**src/rtl/move_select_pkg.sv**
```systemverilog
// ---------------------------------------------------------------------------
// move_select_pkg : chess piece codes, board geometry and move_select states
// Rev 1.0
// ---------------------------------------------------------------------------
`default_nettype none

package move_select_pkg;

  localparam int SQ_BITS    = 6;
  localparam int PIECE_BITS = 4;

  localparam logic [3:0] EMPTY  = 4'h0;
  localparam logic [3:0] PAWN   = 4'h1;
  localparam logic [3:0] KNIGHT = 4'h2;
  localparam logic [3:0] BISHOP = 4'h3;
  localparam logic [3:0] ROOK   = 4'h4;
  localparam logic [3:0] QUEEN  = 4'h5;
  localparam logic [3:0] KING   = 4'h6;

  localparam int   COLOUR_BIT = 3;
  localparam logic WHITE      = 1'b0;
  localparam logic BLACK      = 1'b1;

  typedef enum logic [3:0] {
    ST_IDLE   = 4'd0,
    ST_RD_SRC = 4'd1,
    ST_WT_SRC = 4'd2,
    ST_HELD   = 4'd3,
    ST_RD_DST = 4'd4,
    ST_WT_DST = 4'd5,
    ST_CHECK  = 4'd6,
    ST_WR_DST = 4'd7,
    ST_WR_SRC = 4'd8,
    ST_DONE   = 4'd9
  } state_e;

endpackage

`default_nettype wire

```
**src/rtl/move_select.sv**
```systemverilog
// ---------------------------------------------------------------------------
// move_select : player-move sequencer feeding the colour and rule checkers
// Rev 1.0
// ---------------------------------------------------------------------------
`default_nettype none

module move_select #(
  parameter int SQ_BITS    = 6,
  parameter int PIECE_BITS = 4
) (
  input  logic                  clk,
  input  logic                  reset,
  input  logic [SQ_BITS-1:0]    cursor,
  input  logic                  select,
  input  logic                  cancel,
  output logic [SQ_BITS-1:0]    boardAddr,
  input  logic [PIECE_BITS-1:0] boardRdData,
  output logic                  boardWrEn,
  output logic [PIECE_BITS-1:0] boardWrData,
  output logic [PIECE_BITS-1:0] currentPiece,
  output logic [PIECE_BITS-1:0] targetPiece,
  input  logic                  allowColour,
  input  logic                  allowRule,
  output logic [SQ_BITS-1:0]    srcSq,
  output logic [SQ_BITS-1:0]    dstSq,
  output logic                  turn,
  output logic                  srcHeld,
  output logic                  moveDone,
  output logic                  illegal
);

  import move_select_pkg::*;

  state_e                state_q;
  logic [SQ_BITS-1:0]    src_q;
  logic [SQ_BITS-1:0]    dst_q;
  logic [SQ_BITS-1:0]    addr_q;
  logic [PIECE_BITS-1:0] cur_q;
  logic [PIECE_BITS-1:0] tgt_q;
  logic [PIECE_BITS-1:0] wr_data_q;
  logic                  wr_en_q;
  logic                  turn_q;
  logic                  held_q;
  logic                  done_q;
  logic                  illegal_q;
  logic                  src_bad;

  // A source is unusable if the square is empty or holds the opponent's piece.
  assign src_bad = (boardRdData == '0) || (boardRdData[PIECE_BITS-1] != turn_q);

  // Outputs are registered alongside the state transition so each one is
  // valid for exactly the cycle the FSM spends in the matching state.
  always_ff @(posedge clk) begin
    if (reset) begin
      state_q   <= ST_IDLE;
      src_q     <= '0;
      dst_q     <= '0;
      addr_q    <= '0;
      cur_q     <= '0;
      tgt_q     <= '0;
      wr_data_q <= '0;
      wr_en_q   <= 1'b0;
      turn_q    <= 1'b0;
      held_q    <= 1'b0;
      done_q    <= 1'b0;
      illegal_q <= 1'b0;
    end else begin
      wr_en_q   <= 1'b0;
      wr_data_q <= '0;
      done_q    <= 1'b0;
      illegal_q <= 1'b0;
      case (state_q)
        ST_IDLE: begin
          held_q <= 1'b0;
          if (select) begin
            src_q   <= cursor;
            addr_q  <= cursor;
            state_q <= ST_RD_SRC;
          end
        end
        ST_RD_SRC: state_q <= ST_WT_SRC;
        ST_WT_SRC: begin
          cur_q <= boardRdData;
          if (src_bad) begin
            illegal_q <= 1'b1;
            state_q   <= ST_IDLE;
          end else begin
            held_q  <= 1'b1;
            state_q <= ST_HELD;
          end
        end
        ST_HELD: begin
          if (cancel || (select && (cursor == src_q))) begin
            held_q  <= 1'b0;
            state_q <= ST_IDLE;
          end else if (select) begin
            held_q  <= 1'b0;
            dst_q   <= cursor;
            addr_q  <= cursor;
            state_q <= ST_RD_DST;
          end
        end
        ST_RD_DST: state_q <= ST_WT_DST;
        ST_WT_DST: begin
          tgt_q   <= boardRdData;
          state_q <= ST_CHECK;
        end
        ST_CHECK: begin
          if (allowColour && allowRule) begin
            addr_q    <= dst_q;
            wr_en_q   <= 1'b1;
            wr_data_q <= cur_q;
            state_q   <= ST_WR_DST;
          end else begin
            illegal_q <= 1'b1;
            tgt_q     <= '0;
            held_q    <= 1'b1;
            state_q   <= ST_HELD;
          end
        end
        ST_WR_DST: begin
          addr_q  <= src_q;
          wr_en_q <= 1'b1;
          state_q <= ST_WR_SRC;
        end
        ST_WR_SRC: begin
          done_q  <= 1'b1;
          state_q <= ST_DONE;
        end
        ST_DONE: begin
          turn_q  <= ~turn_q;
          cur_q   <= '0;
          tgt_q   <= '0;
          state_q <= ST_IDLE;
        end
        default: state_q <= ST_IDLE;
      endcase
    end
  end

  assign boardAddr    = addr_q;
  assign boardWrEn    = wr_en_q;
  assign boardWrData  = wr_data_q;
  assign currentPiece = cur_q;
  assign targetPiece  = tgt_q;
  assign srcSq        = src_q;
  assign dstSq        = dst_q;
  assign turn         = turn_q;
  assign srcHeld      = held_q;
  assign moveDone     = done_q;
  assign illegal      = illegal_q;

endmodule

`default_nettype wire

```
**config.mk**
```make
export PLATFORM = sky130hd
export DESIGN_NAME = move_select
export DESIGN_NICKNAME = d
export VERILOG_FILES = /design/src/rtl/move_select_pkg.sv /design/src/rtl/move_select.sv
export SDC_FILE = /design/constraint.sdc
export NUM_CORES = 1
export LEC_CHECK = 0
export ABC_AREA = 1
export BUFFER_PORTS_ARGS = -buffer_cell sky130_fd_sc_hd__buf_2
export CAP_MARGIN = 25
export CORE_MARGIN = 2
export CORE_UTILIZATION = 40
export DETAILED_ROUTE_END_ITERATION = 8
export PLACE_DENSITY = 0.65
export SLEW_MARGIN = 25
export SYNTH_ARGS = -nofsm -noshare
export SYNTH_HDL_FRONTEND = slang
export SYNTH_SLANG_ARGS = --single-unit
```
**constraint.sdc**
```tcl
create_clock -name clk -period 3.5 [get_ports clk]
set_clock_uncertainty 0.15 [all_clocks]
set_input_delay 0.7 -clock clk [delete_from_list [all_inputs] [get_ports clk]]
set_output_delay 0.7 -clock clk [all_outputs]
set_load 0.03 [all_outputs]
```
# == Word-level counts from Yosys, hierarchy flattened ==
# Index checks and enable logic that the tools add are counted.
# classes
n_eq_ne,17
mux,24
bitwise,4
reduce_logical,17
# ops
operator,count
4-bit one-hot mux with 9 select lines,1
6-bit one-hot mux with 4 select lines,1
6-bit two-way mux,3
"4-bit by 3-bit == test with 1-bit output, second input constant",4
4-bit two-way mux,4
4-bit one-hot mux with 3 select lines,1
"2-bit inequality test, second input constant",5
"4-bit by 2-bit == test with 1-bit output, second input constant",2
"4-bit == test, second input constant",2
4-bit zero test,2
1-bit two-way mux,8
4-bit one-hot mux with 2 select lines,1
4-bit nonzero test,2
6-bit == test,1
2-bit AND reduction,3
3-bit AND reduction,2
"4-bit by 1-bit == test with 1-bit output, second input constant",1
1-bit inverter,4
1-bit one-hot mux with 2 select lines,2
1-bit one-hot mux with 4 select lines,1
4-bit AND reduction,1
3-bit two-way mux,1
"3-bit inequality test, second input constant",1
3-bit nonzero test,1
6 further kinds,8
# totals
register_bits,39
in_bits,16
elab_cells,74

# == Longest topological paths before layout ==
# Gate-level depths: netlist of the first run.
# logic_depth
ltp_word,5
ltp_mapped,13
depth_no_buf,12

# == Least setup slack after synthesis of the first run ==
# No wires, ideal clock.
# synth_path
kind,input-to-reg
from,in cursor[3]
to,"reg addr_q[1], in the netlist boardAddr[1]"
arrival_ns,1.551
t_required_ns,3.235
setup_slack_ns,1.683
stages,10
n_path_buf,1
path_cell_list,or2_2 -> nand2_1 -> nor2_1 -> nand2_1 -> nand2_1 -> nand2_1 -> buf_6 -> nand3_1 -> nand2_1 -> nor2_1
# synth_between
elab_chain_len,5
# synth_rtl
item,line_no,source
from (decl),move_select.sv:13,"input logic [SQ_BITS-1:0] cursor,"
6-bit == test,move_select.sv:93,if (cancel || (select && (cursor == src_q))) begin
1-bit logical AND,move_select.sv:93,
1-bit logical OR,move_select.sv:93,
2-bit inequality test (no source line),n/a,
3-bit AND reduction (no source line),n/a,
to (signal assigned),move_select.sv:99,addr_q <= cursor;
to (signal assigned),move_select.sv:110,addr_q <= dst_q;
to (signal assigned),move_select.sv:122,addr_q <= src_q;
to (decl),move_select.sv:37,logic [SQ_BITS-1:0] addr_q;
# Every way passes these cells.
# A chain may end at the register's enable or synchronous reset.

# == Final worst setup path of the first run ==
# layout_path
from,in cursor[3]
to,"reg dst_q[3], in the netlist dstSq[3]"
# layout_between
elab_chain_len,5
# layout_rtl
item,line_no,source
6-bit == test,move_select.sv:93,
1-bit logical AND,move_select.sv:93,
1-bit logical OR,move_select.sv:93,
1-bit inverter (no source line),n/a,
3-bit AND reduction (no source line),n/a,
to (signal assigned),move_select.sv:98,dst_q <= cursor;
to (decl),move_select.sv:36,logic [SQ_BITS-1:0] dst_q;
# Parallel ways exist; a longest one is shown, timed or not.

==> results.cfg, run 1 <==
[outcome]
status = finished, final reports clean

[floorplanning]
ios = 51
core_um2 = 4440
dieHeight_um = 72.6
dieWidth_um = 72.6
rows = 24
initial_core_util = 0.423
die-area_um2 = 5270

[finish]
antenna_cells = 0
mostFrequentLayoutCell = nand2_1
final_cell_mix = 61 x nand2_1, 50 x buf_2, 39 x dfxtp_1
layout-drive-gt1-share = 0.238
layout.nets = 339
syn2layout_area_growth_pct = 21.7
final_util = 0.515

[worst_setup_path]
crit_type = input port to flop
critical_path.cell_chain = buf_2 > or2_2 > nand2_1 > nor2_1 > nand2_1 > nand4_1 > nand2_1 > nand2_1 > nor2_1
end_kind = flop
critical_path_buf_inv_count = 1
path_max_fanout = 12
critical-path-max-stage-delay_ps = 390
cp_data_required_time_ps = 3580
cp_top_family = simple AND/OR/NAND/NOR gates
critPathSlowestCell = nand4_1
crit_arrival_ps = 2030
crit_top_cell = nand2_1
critPathLaunchType = input port

[synth]
synthCells = 272
synth_flop_cell = dfxtp_1
synth-seq-area-share = 0.415
async_reset_ff_frac = 0
synth_edf_count = 0
syn_avg_cell_area_um2 = 6.92
syn_area_um2 = 1880
ys_warn_count = 0
synth_seq_cells = 39
ys_types = 27
syn_nets = 288

[global_routing]
grt.total_usage = 0.177
antenna_found_initial = 0
grt_start_max_net_pins = 20
grt_pass1_wl_um = 7190
grt_pass1_vias = 1561
grt-ovfl-total = 0

[sta]
rsz0062_at_grt = false
fin_ws_ps = 1550
min_period_ps = 1950
worst_pin_slew_ps = 547
tns_ps = 0
report.final.slew_viol_count = 0
setup_viol = 0
fmax_ghz = 0.512
finalHoldViolCount = 0
period_share = 0.558
max_slew_margin = 0.635

[clock_network]
ctsHtreeMaxLevel = 2
clock_sinks = 39
cts.clk_slew.worst_paths_ps = 80
clock_path_buffers = 2
cts_buffers = 5
clk_latency_ps = 290
cts-root-buf = clkbuf_8
cts_setup_buffers = 0
cts_hold_buffers = 0
cts_resized = 0
cts_tree = done

[route]
viasPerCell = 4.85
drt_iter0_drc = 98
drc_errors = 0
wl_per_cell_um = 11.8
drt_first_pass_iters = 4
ant_nets = 0
wl_um = 4450
vias = 1824

[power]
p_sw_w = 0.000354
pwr-share-seq = 0.418
cellPowerDensity_nw_per_um2 = 520
clockPowerShare = 0.375
p_sw_frac = 0.297
pwr-share-comb = 0.207
max-vdd-ir-drop_v = 0.000212
p_leak_nw = 1.21
internal_power_w = 0.000838

[placement]
place_hpwl_um = 3340
gp_congestion = 0.887
port_buffers = 50
pre_cts_ws_ps = 1260

[min_path]
hold_class = flop to flop

[flow_run]
cap_violations = 0
[worst register-to-register path: cells and delay by family, from the launching register on]
kind	cells	cell delay [ps]
flip-flops	1	370
buffers and inverters	1	90
AND/OR/NAND/NOR	5	700
AO/OA/AOI/OAI	1	500
[power by group through the flow]
| stage | Combinational (W) | Sequential, W | Clock [W] |
|---|---|---|---|
| 6_report | 0.000247 | 0.000498 | 0.000447 |
| 5_1_grt | 0.000277 | 0.000502 | 0.000475 |
| 4_1_cts | 0.000247 | 0.000499 | 0.000462 |
| 3_5_place_dp | 0.000246 | 0.000509 | 0 |
| 3_3_place_gp | 0.000244 | 0.000508 | 0 |
| 2_1_floorplan | 0.000127 | 0.000565 | 0 |
[final timing paths]
check	from	slack (ps)	cells after the start	endpoint
min reg2reg	currentPiece[1]$_SDFFE_PP0P_	300	2	boardWrData[1]$_SDFF_PP0_
min	currentPiece[1]$_SDFFE_PP0P_	300	2	boardWrData[1]$_SDFF_PP0_
max reg2reg	state_q[2]$_SDFFE_PP0P_	1580	7	boardAddr[3]$_SDFFE_PP0P_
max	cursor[3]	1550	9	dstSq[3]$_SDFFE_PP0P_
[layout make-up]
| cell class | count | area [µm²] |
|---|---|---|
| clock buffer | 5 | 68.8 |
| tap | 52 | 65.1 |
| timing repair buffer | 51 | 258 |
| clock inverter | 3 | 67.6 |
| sequential | 39 | 781 |
| fill | 466 | 2150 |
| multi-input combinational | 185 | 892 |
| inverter | 41 | 159 |
[metrics by stage]
| stage | area (µm²) | hold slack, ps | total power [W] | instances |
|---|---|---|---|---|
| after floorplan | 1880 | 377 | 0.000692 | 272 |
| after global routing | 2290 | 330 | 0.00125 | 376 |
| final | 2290 | 303 | 0.00119 | 376 |
| after detailed placement | 2150 | 297 | 0.000755 | 368 |
| after global placement | 2150 | 291 | 0.000753 | 368 |
| after CTS | 2290 | 310 | 0.00121 | 376 |
[Yosys cell counts, types with 4 or more instances]
master | n | area share
dfxtp_1 | 39 | 0.41
nor2_1 | 38 | 0.076
a211oi_1 | 4 | 0.016
nand3_1 | 16 | 0.043
nand2_1 | 61 | 0.12
nor2_2 | 4 | 0.013
a21oi_1 | 21 | 0.056
o21ai_0 | 19 | 0.051
inv_1 | 37 | 0.074
[cells by family after synthesis]
kind of cell	share of synthesized area
compound gates	0.176
flops	0.415
simple gates	0.298
buf+inv	0.111
[per-layer routing]
| metal | part of all wire | GRT usage |
|---|---|---|
| met4 | 0.014 | 0.0617 |
| met2 | 0.45 | 0.273 |
| met5 | 0 | 0 |
| met1 | 0.48 | 0.239 |
| met3 | 0.054 | 0.0470 |
[state kept, by name (all words and copies together), names as in the netlist]
signal,flops
boardAddr,6
boardWrData,4
boardWrEn,1
currentPiece,4
dstSq,6
illegal,1
moveDone,1
srcHeld,1
srcSq,6
state_q,4
targetPiece,4
turn,1
No activity file was read; power rests on OpenSTA's default activity.
==> run 2, diff against run 1 <==
- ABC_AREA: 1 -> 0
- PLACE_DENSITY: 0.65 -> 0.68
- clock period: 3.5 -> 1.7 ns (I/O delays scaled with it)
==> run 2 against run 1 <==
  * Cell count shrank 7.4%
  * Worst setup slack lost 1600 ps
  * Largest power group unchanged
  * Design area grew 17%
  * Critical path depth shrank 4
  * Non-clock buffer count grew 43
  * The flow now finishes with violations (setup timing)
  * Sequential share of layout area shrank 4.3 points
  * Largest cell class unchanged
  * Clock-buffer cell count grew 1
  * Total power grew 71%
  * Wire length grew 20%
==> results.cfg, run 2 <==
[clock_network]
clk_latency_ps = 300
cts_tree = done
cts_buffers = 5
clock_path_buffers = 2
clock_sinks = 39
cts.clk_slew.worst_paths_ps = 80
ctsHtreeMaxLevel = 2
cts_hold_buffers = 0
cts-root-buf = clkbuf_8

[floorplanning]
rows = 24
ios = 51
die-area_um2 = 4990
core_um2 = 4320
initial_core_util = 0.411
dieWidth_um = 70.6
dieHeight_um = 70.6

[power]
cellPowerDensity_nw_per_um2 = 762
max-vdd-ir-drop_v = 0.000585
p_leak_nw = 1.22
power.total_w = 0.00204

[global_routing]
grt_pass1_vias = 1769
grt_start_max_net_pins = 21
antenna_found_initial = 0
grt.total_usage = 0.213
grt-ovfl-total = 0
grt_pass1_wl_um = 8500

[sta]
rsz0062_at_grt = true
min_period_ps = 1750
setup_viol = 9
report.final.slew_viol_count = 0
fin_ws_ps = -47.9
max_slew_margin = 0.730
period_share = 1.03
worst_pin_slew_ps = 406
fmax_ghz = 0.572
finalHoldViolCount = 0
hold_ws_ps = 182

[worst_setup_path]
cp_top_family = simple AND/OR/NAND/NOR gates
end_kind = flop
path_max_fanout = 7
critical_path_buf_inv_count = 1
critical-path-max-stage-delay_ps = 370
critPathLaunchType = flop
crit_arrival_ps = 1830
critPathSlowestCell = dfxtp_4
crit_type = flop to flop
critical_path.cell_chain = nor4bb_4 > buf_4 > a211o_4 > or3_1 > a21oi_1
cp_data_required_time_ps = 1780

[synth]
synth_area_leaders = dfxtp_1 44%, a21oi_1 7.0%, o21ai_0 5.1%
synth_seq_cells = 39
ys_warn_count = 0
synthCells = 207
synth_top_cell_by_area = dfxtp_1
async_reset_ff_frac = 0
yosysMostFrequentCell = dfxtp_1
synth-seq-area-share = 0.439
synth_edf_count = 0
synth_flop_cell = dfxtp_1
synthTopCellsByCount = 39 x dfxtp_1, 25 x a21oi_1, 18 x nor2_1, 18 x o21ai_0, 17 x nand2_1
syn_avg_cell_area_um2 = 8.58
syn_nets = 223
syn_area_um2 = 1780
ys_types = 42
synth_top_area_share = 0.439

[finish]
fillers = 398
mostFrequentLayoutCell = buf_2
finalInstanceArea_um2 = 2680
syn2layout_area_growth_pct = 50.8
layout.nets = 312
final_util = 0.620
final_cell_mix = 50 x buf_2, 40 x buf_4, 29 x dfxtp_1
antenna_cells = 0
layout-drive-gt1-share = 0.517

[route]
drt_first_pass_iters = 6
viasPerCell = 5.55
wl_per_cell_um = 15.3
ant_nets = 0
drc_errors = 0
vias = 1933
wl_um = 5330
drt_iter0_drc = 173

[outcome]
violations = setup timing
status = complete, but fails checks

[placement]
place_hpwl_um = 3590
dpl_cell_area_um2 = 2340
port_buffers = 50
gp_congestion = 0.948

[flow_run]
cap_violations = 0

[min_path]
hold_class = input port to flop
[run 2: changes by cell type after synthesis, moves of 6 or more]
cell	delta
inv_1	-33
or3_1	+7
nand2_1	-44
mux2i_1	+7
a222oi_1	+6
nor2_1	-20
xnor2_1	+7
[run 2: cells by family after synthesis]
group / Yosys count / synth area share
simple gates: 76 / 0.219
flops: 39 / 0.439
compound gates: 60 / 0.211
mux: 7 / 0.0394
buf+inv: 17 / 0.0514
xor+xnor: 8 / 0.0394
[run 2: power breakdown]
part	total, W	switching [W]	internal [W]
logic	0.000423	0.000241	0.000182
registers	0.000979	0.0000315	0.000947
clock network	0.000641	0.000322	0.000318
[run 2: final timing paths]
kind	start	endpoint	slack, ps	depth (start not counted)
setup reg to reg	state_q[1]$_SDFFE_PP0P_	boardAddr[5]$_SDFFE_PP0P_	-50	5
hold reg to reg	targetPiece[3]$_SDFFE_PP0P_	targetPiece[3]$_SDFFE_PP0P_	310	2
hold / removal	reset	boardAddr[0]$_SDFFE_PP0P_	180	2
setup / recovery	state_q[1]$_SDFFE_PP0P_	boardAddr[5]$_SDFFE_PP0P_	-50	5
[run 2: repair_timing]
action | in CTS | in global routing
pin swaps | 13 | 17
gates cloned | 2 | 0
setup buffers | 3 | 0
gates resized for setup | 25 | 31
setup endpoints to repair | 22 | 31
[run 2: cell type report]
type	count	area, µm²	share of cell area
inverter	4	17.5	0.00654
sequential	39	798	0.298
timing repair buffer	94	596	0.222
clock buffer	6	82.6	0.0308
multi-input combinational	152	1110	0.416
tap	52	65.1	0.0243
clock inverter	1	5.00	0.00187
[run 2: through the flow]
step                      TNS (ps)  std cells  setup WS, ps
after floorplan              -43.9        207         -11.0
after global placement        -530        336         -70.6
after detailed placement     -1920        336          -156
after CTS                     -157        348         -36.0
after global routing         -1450        348          -111
final                         -196        348         -47.9
[run 2: per-layer routing]
layer | share of wire | track usage | vias up
met5 | 0 | 0 | -
li1 | - | - | 931
met2 | 0.47 | 0.333 | 78
met1 | 0.44 | 0.291 | 908
met3 | 0.061 | 0.0484 | 16
met4 | 0.025 | 0.0734 | 0
